--- config.mk ---
export PLATFORM = sky130hd
export DESIGN_NAME = id_ex_stage
export DESIGN_NICKNAME = d
export VERILOG_FILES = /design/src/rtl/core_pkg.sv /design/src/rtl/operand_forward.sv /design/src/rtl/id_ex_stage.sv
export SDC_FILE = /design/constraint.sdc
export NUM_CORES = 1
export LEC_CHECK = 0
export BUFFER_PORTS_ARGS = -buffer_cell sky130_fd_sc_hd__buf_2
export CORE_AREA = 8 8 186 188
export CTS_CLUSTER_SIZE = 20
export DETAILED_ROUTE_END_ITERATION = 6
export DIE_AREA = 0 0 194 196
export PLACE_DENSITY_LB_ADDON = 0.1
export RECOVER_POWER = 100
export SYNTH_ARGS = -nofsm -noshare
export SYNTH_HDL_FRONTEND = slang
export SYNTH_SLANG_ARGS = --single-unit
--- constraint.sdc ---
create_clock -name clk -period 7.8 [get_ports clk]
set_input_delay 0.78 -clock clk [delete_from_list [all_inputs] [get_ports clk]]
set_output_delay 0.78 -clock clk [all_outputs]
set_load 0.02 [all_outputs]
--- src/rtl/core_pkg.sv ---
// Shared definitions for the decode/execute boundary.
//   XLEN     - datapath width
//   CTRL_W   - width of the opaque decoded control bundle
//   REG_X0   - index of the hard-wired zero register
//   fwd_sel_e- which pipeline point supplied an operand
package core_pkg;
  localparam int XLEN   = 32;
  localparam int CTRL_W = 12;
  localparam logic [4:0] REG_X0 = 5'd0;

  typedef enum logic [1:0] {
    FWD_RF  = 2'd0,
    FWD_WB  = 2'd1,
    FWD_MEM = 2'd2,
    FWD_EX  = 2'd3
  } fwd_sel_e;
endpackage

--- src/rtl/operand_forward.sv ---
// Combinational operand bypass for one source register.
// Ports:
//   i_rs                   source register index
//   i_rdata                register file read data for i_rs
//   i_ex_en/i_ex_rd/i_ex_data     EX producer (enable already qualified)
//   i_mem_en/i_mem_rd/i_mem_data  MEM producer (enable already qualified)
//   i_wb_en/i_wb_rd/i_wb_data     WB producer
//   o_operand              selected operand value
//   o_sel                  source of o_operand
module operand_forward #(
  parameter int W = core_pkg::XLEN
) (
  input  logic [4:0]         i_rs,
  input  logic [W-1:0]       i_rdata,
  input  logic               i_ex_en,
  input  logic [4:0]         i_ex_rd,
  input  logic [W-1:0]       i_ex_data,
  input  logic               i_mem_en,
  input  logic [4:0]         i_mem_rd,
  input  logic [W-1:0]       i_mem_data,
  input  logic               i_wb_en,
  input  logic [4:0]         i_wb_rd,
  input  logic [W-1:0]       i_wb_data,
  output logic [W-1:0]       o_operand,
  output core_pkg::fwd_sel_e o_sel
);
  import core_pkg::*;

  // Youngest producer wins; x0 is never bypassed and always reads zero.
  always_comb begin
    o_sel     = FWD_RF;
    o_operand = i_rdata;
    if (i_rs == REG_X0) begin
      o_sel     = FWD_RF;
      o_operand = '0;
    end else if (i_ex_en && (i_ex_rd == i_rs)) begin
      o_sel     = FWD_EX;
      o_operand = i_ex_data;
    end else if (i_mem_en && (i_mem_rd == i_rs)) begin
      o_sel     = FWD_MEM;
      o_operand = i_mem_data;
    end else if (i_wb_en && (i_wb_rd == i_rs)) begin
      o_sel     = FWD_WB;
      o_operand = i_wb_data;
    end
  end
endmodule

--- src/rtl/id_ex_stage.sv ---
// Decode-to-execute pipeline register with operand forwarding, load-use
// hazard detection, execute-busy hold, branch flush and event counters.
// Ports:
//   clk, rst                    clock, async active-high reset
//   *_D                         decode-stage instruction fields
//   rdata1, rdata2              register file read data
//   alu_result_E                ALU output of the instruction in EX
//   rd_M/regwr_M/memrd_M/alu_result_M   MEM stage producer
//   waddr_W/reg_wrW/wdata_W     WB stage producer
//   ex_busy, flush              hold / kill requests
//   stall_D                     hold fetch/decode this cycle
//   *_E, op1_E, op2_E           registered instruction entering EX
//   stall_cnt, flush_cnt        wrapping event counters
module id_ex_stage #(
  parameter int XLEN   = core_pkg::XLEN,
  parameter int CTRL_W = core_pkg::CTRL_W,
  parameter int CNT_W  = 32
) (
  input  logic              clk,
  input  logic              rst,
  input  logic              valid_D,
  input  logic [XLEN-1:0]   pc_D,
  input  logic [4:0]        rs1_D,
  input  logic [4:0]        rs2_D,
  input  logic              use_rs1_D,
  input  logic              use_rs2_D,
  input  logic [4:0]        rd_D,
  input  logic              regwr_D,
  input  logic              memrd_D,
  input  logic [XLEN-1:0]   imm_D,
  input  logic [CTRL_W-1:0] ctrl_D,
  input  logic [XLEN-1:0]   rdata1,
  input  logic [XLEN-1:0]   rdata2,
  input  logic [XLEN-1:0]   alu_result_E,
  input  logic [4:0]        rd_M,
  input  logic              regwr_M,
  input  logic              memrd_M,
  input  logic [XLEN-1:0]   alu_result_M,
  input  logic [4:0]        waddr_W,
  input  logic              reg_wrW,
  input  logic [XLEN-1:0]   wdata_W,
  input  logic              ex_busy,
  input  logic              flush,
  output logic              stall_D,
  output logic              valid_E,
  output logic [XLEN-1:0]   pc_E,
  output logic [4:0]        rs1_E,
  output logic [4:0]        rs2_E,
  output logic [4:0]        rd_E,
  output logic              regwr_E,
  output logic              memrd_E,
  output logic [XLEN-1:0]   imm_E,
  output logic [CTRL_W-1:0] ctrl_E,
  output logic [XLEN-1:0]   op1_E,
  output logic [XLEN-1:0]   op2_E,
  output logic [CNT_W-1:0]  stall_cnt,
  output logic [CNT_W-1:0]  flush_cnt
);
  import core_pkg::*;

  logic      w_ex_fwd_en;
  logic      w_mem_fwd_en;
  logic [XLEN-1:0] w_op1;
  logic [XLEN-1:0] w_op2;
  fwd_sel_e  w_fwd_sel1;
  fwd_sel_e  w_fwd_sel2;
  logic      w_unused_fwd_sel;
  logic      w_luh_ex;
  logic      w_luh_mem;
  logic      w_luh;

  // A load in EX or MEM has only an address, so it cannot be bypassed.
  assign w_ex_fwd_en  = valid_E && regwr_E && !memrd_E;
  assign w_mem_fwd_en = regwr_M && !memrd_M;

  operand_forward #(.W(XLEN)) u_fwd1 (
    .i_rs(rs1_D), .i_rdata(rdata1),
    .i_ex_en(w_ex_fwd_en), .i_ex_rd(rd_E), .i_ex_data(alu_result_E),
    .i_mem_en(w_mem_fwd_en), .i_mem_rd(rd_M), .i_mem_data(alu_result_M),
    .i_wb_en(reg_wrW), .i_wb_rd(waddr_W), .i_wb_data(wdata_W),
    .o_operand(w_op1), .o_sel(w_fwd_sel1)
  );

  operand_forward #(.W(XLEN)) u_fwd2 (
    .i_rs(rs2_D), .i_rdata(rdata2),
    .i_ex_en(w_ex_fwd_en), .i_ex_rd(rd_E), .i_ex_data(alu_result_E),
    .i_mem_en(w_mem_fwd_en), .i_mem_rd(rd_M), .i_mem_data(alu_result_M),
    .i_wb_en(reg_wrW), .i_wb_rd(waddr_W), .i_wb_data(wdata_W),
    .o_operand(w_op2), .o_sel(w_fwd_sel2)
  );

  // Forwarding source is kept only for debug visibility in waveforms.
  assign w_unused_fwd_sel = ^{w_fwd_sel1, w_fwd_sel2};

  // Load data becomes forwardable only from WB, so a load in EX or MEM
  // feeding this instruction forces a bubble.
  assign w_luh_ex  = valid_E && memrd_E && (rd_E != REG_X0) &&
                     ((use_rs1_D && (rs1_D == rd_E)) ||
                      (use_rs2_D && (rs2_D == rd_E)));
  assign w_luh_mem = memrd_M && (rd_M != REG_X0) &&
                     ((use_rs1_D && (rs1_D == rd_M)) ||
                      (use_rs2_D && (rs2_D == rd_M)));
  assign w_luh     = valid_D && (w_luh_ex || w_luh_mem);

  assign stall_D = !rst && (ex_busy || w_luh);

  // ID/EX boundary: flush > busy hold > load-use bubble > capture
  always_ff @(posedge clk or posedge rst) begin
    if (rst) begin
      valid_E   <= 1'b0;
      pc_E      <= '0;
      rs1_E     <= '0;
      rs2_E     <= '0;
      rd_E      <= '0;
      regwr_E   <= 1'b0;
      memrd_E   <= 1'b0;
      imm_E     <= '0;
      ctrl_E    <= '0;
      op1_E     <= '0;
      op2_E     <= '0;
      stall_cnt <= '0;
      flush_cnt <= '0;
    end else begin
      if (flush || (!ex_busy && w_luh)) begin
        valid_E <= 1'b0;
        regwr_E <= 1'b0;
        memrd_E <= 1'b0;
      end else if (!ex_busy) begin
        valid_E <= valid_D;
        pc_E    <= pc_D;
        rs1_E   <= rs1_D;
        rs2_E   <= rs2_D;
        rd_E    <= rd_D;
        regwr_E <= regwr_D;
        memrd_E <= memrd_D;
        imm_E   <= imm_D;
        ctrl_E  <= ctrl_D;
        op1_E   <= w_op1;
        op2_E   <= w_op2;
      end
      if (stall_D && !flush)
        stall_cnt <= stall_cnt + 1'b1;
      if (flush)
        flush_cnt <= flush_cnt + 1'b1;
    end
  end
endmodule

==> flow_metrics.py, run 1 <==
metrics = {
    "sta": {
        "slew_headroom": -1.71,
        "rsz0062_at_grt": "no",
        "fin_crit_ps": 5040,
        "final_hold_viol_count": 0,
        "setup_violations": 0,
        "max_freq_mhz": 198,
        "period_share": 0.647,
        "finalSetupTns_ps": 0,
        "worstMarginPinSlew_ps": 4040,
        "skew_ps": 4.25,
        "setup_ws_ps": 2760,
        "slew_violations": 317,
    },
    "worst_setup_path": {
        "path_class": "in2reg",
        "cp_max_fo": 98,
        "crit_path_start_kind": "primary input",
        "end_kind": "register",
        "critical_path.top_delay_family": "simple AND/OR/NAND/NOR gates",
        "crit_chain": "buf_2 > or4_1 > o211a_1 > and4b_1 > o41ai_1 > nand2_1 > buf_12 > mux2_1",
        "slowest_delay_ps": 1780,
        "cp_slowest_cell": "nand2_1",
        "crit_required_ps": 8200,
        "cp.arrival_ps": 5450,
        "crit_buf_inv": 2,
    },
    "clock_tree": {
        "root_buffer": "clkbuf_16",
        "clk-insertion-delay-late_ps": 520,
        "clock_path_buffers": 3,
        "cts_setup_buffers": 0,
        "cts_tree": "yes",
        "postCtsResizedCells": 0,
        "cts_made_buffers": 26,
        "clock_sinks": 222,
        "cts_max_level": 1,
        "hold_buffers": 0,
        "clk_pin_slew_worst_paths_ps": 60,
    },
    "job": {
        "maxCapViolCount": 4,
    },
    "power_and_ir_drop": {
        "power_switching_share": 0.328,
        "intPower_mw": 2.22,
        "seq_power_share": 0.428,
        "power_density_nw_per_um2": 232,
        "clockPowerShare": 0.350,
        "p_leak_nw": 6.24,
        "vdd_drop_max_uv": 146,
        "p_sw_mw": 1.08,
        "pwr-share-comb": 0.222,
    },
    "finish": {
        "layout_commonest_cell": "buf_2",
        "final_area_um2": 14300,
        "syn_to_final_growth_pct": 28.3,
        "drive_above_1_share": 0.241,
        "n_fill_cell": 3299,
        "final_nets": 1774,
        "final_cell_count_no_fill": 1936,
        "final_cell_mix": "buf_2, clkbuf_1, dfrtp_1",
    },
    "global_route": {
        "grt_start_max_net_pins": 99,
        "grt_pass1_vias": 10300,
        "antenna_found_initial": 15,
        "gr-total-overflow": 0,
        "grt_util_all_layers": 0.214,
        "grt_pass1_wl_um": 63800,
    },
    "placed_design": {
        "routabilityCongestion": 0.856,
        "place_inst": 1879,
        "portBuffers": 495,
        "dpl.hpwl_um": 31600,
        "placed_area_um2": 13900,
        "dp_slack_ps": 3750,
    },
    "drt": {
        "vias_per_cell": 4.96,
        "post_drt_wl_per_cell_um": 21.5,
        "vias": 9607,
        "firstDrtPassIters": 4,
        "dr.first_iter.drc_count": 374,
        "drcViolationCount": 0,
        "final_antenna_net_count": 0,
        "wirelength_um": 41700,
    },
    "synth": {
        "synth_top_area_cell": "dfrtp_1",
        "synth-seq-cells": 222,
        "yosysWarnings": 0,
        "synth_fp_nets": 1305,
        "syn_avg_cell_area_um2": 10.8,
        "synth-edff-count": 0,
        "synth_flop_cell": "dfrtp_1",
        "syn_inst": 1030,
        "async_reset_ff_frac": 1.00,
        "synth.top_cell.area_share": 0.500,
        "yosysUniqueCellTypes": 40,
        "ys_seq_area_frac": 0.500,
        "synthTopCellsByArea": "dfrtp_1, mux2_4, mux2i_1, xnor2_1, a211oi_1",
        "syn_area_um2": 11100,
    },
    "run_status": {
        "status": "finished, violations left",
        "violations": "max-capacitance violations, max-slew violations",
    },
    "die": {
        "pin_count": 496,
        "dieArea_um2": 38000,
        "design.core.area_um2": 31900,
        "die_y_um": 196,
        "chipWidth_um": 194,
        "rows": 66,
        "initial_core_util": 0.349,
    },
    "hold_path": {
        "hold_path.class": "in2reg",
    },
}
==> state kept, by name, summed over array words and instances (netlist names) <==
signal and cells:
rs1_E 5, ctrl_E 12, memrd_E 1, rs2_E 5, pc_E 32, op2_E 32
op1_E 32, rd_E 5, regwr_E 1, stall_cnt 32, flush_cnt 32, imm_E 32
valid_E 1
==> metrics by stage <==
step,util,power (mW),hold WS [ps]
floorplan,-,1.89,582
global placement,0.437,2.25,459
detailed placement,0.437,2.26,465
CTS,0.462,3.43,406
global route,0.447,3.47,441
finish,0.447,3.30,463
==> cell families (layout without fill, tap and decap cells) <==
family / after synthesis / after routing / synth area share
mux: 156 / 156 / 0.168
buf+inv: 68 / 555 / 0.0293
fa+ha+maj: 2 / 2 / 0.00225
xor+xnor: 92 / 92 / 0.0725
simple gates: 287 / 287 / 0.119
other cells: 0 / 11 / 0
flops: 222 / 222 / 0.500
compound gates: 203 / 203 / 0.109
==> Yosys cell counts, drive strengths merged (8+ instances only) <==
cell    count
a21oi      66
buf        22
nor3       11
xor2       33
and3       13
nand4      24
xnor2      59
mux2       92
nor2       86
a211oi     64
clkbuf     43
mux2i      64
nand3      23
dfrtp     222
nor4        8
o21ai      66
nand2     100
==> power groups by stage <==
| stage | clock, mW | combinational (mW) | sequential [mW] |
|---|---|---|---|
| 2_1_floorplan | 0 | 0.288 | 1.61 |
| 3_3_place_gp | 0 | 0.821 | 1.43 |
| 3_5_place_dp | 0 | 0.828 | 1.43 |
| 4_1_cts | 1.19 | 0.831 | 1.41 |
| 5_1_grt | 1.23 | 0.798 | 1.44 |
| 6_report | 1.15 | 0.733 | 1.41 |
==> path summary, 6_finish.rpt <==
kind	startpoint	end	slack [ps]	cells past startpoint
worst max-delay path	rd_M[1]	ctrl_E[0]	2760	8
worst min-delay path	imm_D[26]	imm_E[26]	460	2
worst max register to register	rd_E[0]	ctrl_E[0]	2780	7
worst min register to register	stall_cnt[31]	stall_cnt[31]	470	1
max in group asynchronous	rst	rs2_E[2]	3120	3
min in group asynchronous	rst	stall_cnt[15]	1540	2
==> metal layers <==
layer  up-vias  track usage  share of wire
met5         -            0         0.0012
li1       4610            -              -
met2       312        0.362           0.49
met4         8       0.0685          0.028
met1      4610        0.261           0.42
met3        67       0.0600          0.066
==> area by class of cell <==
| cell class | count | area, um2 | area share |
|---|---|---|---|
| clock buffers | 39 | 761 | 0.0534 |
| multi-input cells | 740 | 5060 | 0.355 |
| diodes | 11 | 27.5 | 0.00193 |
| repair buffers | 506 | 2280 | 0.160 |
| well taps | 408 | 510 | 0.0358 |
| inverters | 3 | 12.5 | 0.000878 |
| clock inverters | 7 | 42.5 | 0.00299 |
| flip-flops and latches | 222 | 5560 | 0.390 |
(Power assumes the default switching activity.)
==> run 2: changes to the inputs <==
Settings changed: CORE_AREA 8 8 186 188 to 8 8 185 187, DIE_AREA 0 0 194 196 to 0 0 193 195.
Clock period 7.8 ns to 4.6 ns, I/O delays scaled along.
==> flow_metrics.py, run 2 (same netlist as run 1, synthesis figures left out) <==
metrics = {
    "run_status": {
        "status": "finished, violations left",
        "violations": "max-capacitance violations, max-slew violations",
    },
    "sta": {
        "worstMarginPinSlew_ps": 2530,
        "finalSetupTns_ps": 0,
        "skew_ps": 10.3,
        "slew_headroom": -0.685,
        "rsz0062_at_grt": "no",
        "final_hold_viol_count": 0,
        "fin_crit_ps": 3410,
        "setup_violations": 0,
        "period_share": 0.741,
        "slew_violations": 120,
        "setup_ws_ps": 1190,
        "max_freq_mhz": 293,
    },
    "placed_design": {
        "dp_slack_ps": 1030,
        "placed_area_um2": 14000,
        "routabilityCongestion": 0.864,
        "dpl.hpwl_um": 32000,
        "portBuffers": 495,
    },
    "finish": {
        "drive_above_1_share": 0.246,
        "final_cell_mix": "buf_2, clkbuf_1, dfrtp_1",
        "syn_to_final_growth_pct": 29.4,
        "layout_commonest_cell": "buf_2",
        "final_nets": 1779,
        "final_area_um2": 14400,
    },
    "drt": {
        "wirelength_um": 41900,
        "post_drt_wl_per_cell_um": 21.7,
        "vias": 9693,
        "final_antenna_net_count": 0,
        "dr.first_iter.drc_count": 564,
        "drcViolationCount": 0,
        "firstDrtPassIters": 4,
        "vias_per_cell": 5.02,
    },
    "die": {
        "design.core.area_um2": 31200,
        "pin_count": 496,
        "rows": 65,
        "dieArea_um2": 37600,
        "initial_core_util": 0.356,
        "die_y_um": 195,
        "chipWidth_um": 193,
    },
    "power_and_ir_drop": {
        "p_leak_nw": 6.32,
        "power_density_nw_per_um2": 402,
        "vdd_drop_max_uv": 279,
        "power.total_mw": 5.78,
    },
    "clock_tree": {
        "cts_tree": "yes",
        "clk_pin_slew_worst_paths_ps": 60,
        "hold_buffers": 0,
        "root_buffer": "clkbuf_16",
        "clock_sinks": 222,
        "cts_made_buffers": 26,
        "clk-insertion-delay-late_ps": 520,
        "clock_path_buffers": 3,
        "cts_max_level": 1,
        "cts_setup_buffers": 0,
        "postCtsResizedCells": 0,
    },
    "worst_setup_path": {
        "cp.arrival_ps": 2950,
        "crit_required_ps": 4140,
        "slowest_delay_ps": 600,
        "end_kind": "primary output",
        "r2r_setup_slack_ps": 1190,
        "cp_max_fo": 5,
        "path_class": "reg2out",
        "crit_chain": "or3_1 > o311a_1 > nor4b_1 > o41ai_1 > and2b_1 > nor2_1 > clkbuf_1",
        "crit_path_start_kind": "register",
        "cp_slowest_cell": "o41ai_1",
    },
    "job": {
        "maxCapViolCount": 3,
    },
    "hold_path": {
        "hold_path.class": "in2reg",
    },
    "global_route": {
        "grt_start_max_net_pins": 108,
        "grt_util_all_layers": 0.216,
        "grt_pass1_wl_um": 63100,
        "gr-total-overflow": 0,
        "grt_pass1_vias": 10200,
        "antenna_found_initial": 10,
    },
}
## run 2: report_power, final
part	switching (mW)	internal [mW]
logic	0.832	0.418
clock network	0.822	1.31
registers	0.194	2.21
total	1.85	3.93
## run 2: final timing paths
kind                                from       endpoint  cells past startpoint
setup / recovery                 rd_E[0]        stall_D                      7
hold / removal                 imm_D[11]      imm_E[11]                      2
setup reg to reg                 rd_E[0]      op1_E[10]                      7
hold reg to reg            flush_cnt[31]  flush_cnt[31]                      1
max in group asynchronous            rst  stall_cnt[25]                      3
min in group asynchronous            rst        rd_E[4]                      2
## run 2: worst max-delay path: cells and delay by family, from the launching register on
family,cells,cell delay (ps)
flops,1,450
compound gates,2,900
buf+inv,1,180
simple gates,4,900
## run 2: routing by layer
layer / GRT usage / vias up / wire length [um]
met4: 0.0650 / 6 / 1060
met2: 0.365 / 363 / 20400
met5: 0 / - / 40
met1: 0.264 / 4645 / 16900
met3: 0.0613 / 62 / 3530
li1: - / 4617 / -
## run 2: final cells by class
type                       count  area (um2)
antenna                        7        17.5
clock buffer                  40         805
clock inverter                 6        82.6
fill                        3216       16900
inverter                       3        12.5
multi-input combinational    740        5070
sequential                   222        5560
tap                          402         503
timing repair buffer         511        2330
## run 2: metrics by stage
stage,util,cells,hold slack [ps]
floorplan,-,1030,582
global placement,0.447,1878,457
detailed placement,0.447,1878,465
CTS,0.475,1924,77.0
global route,0.460,1931,134
finish,0.460,1931,147
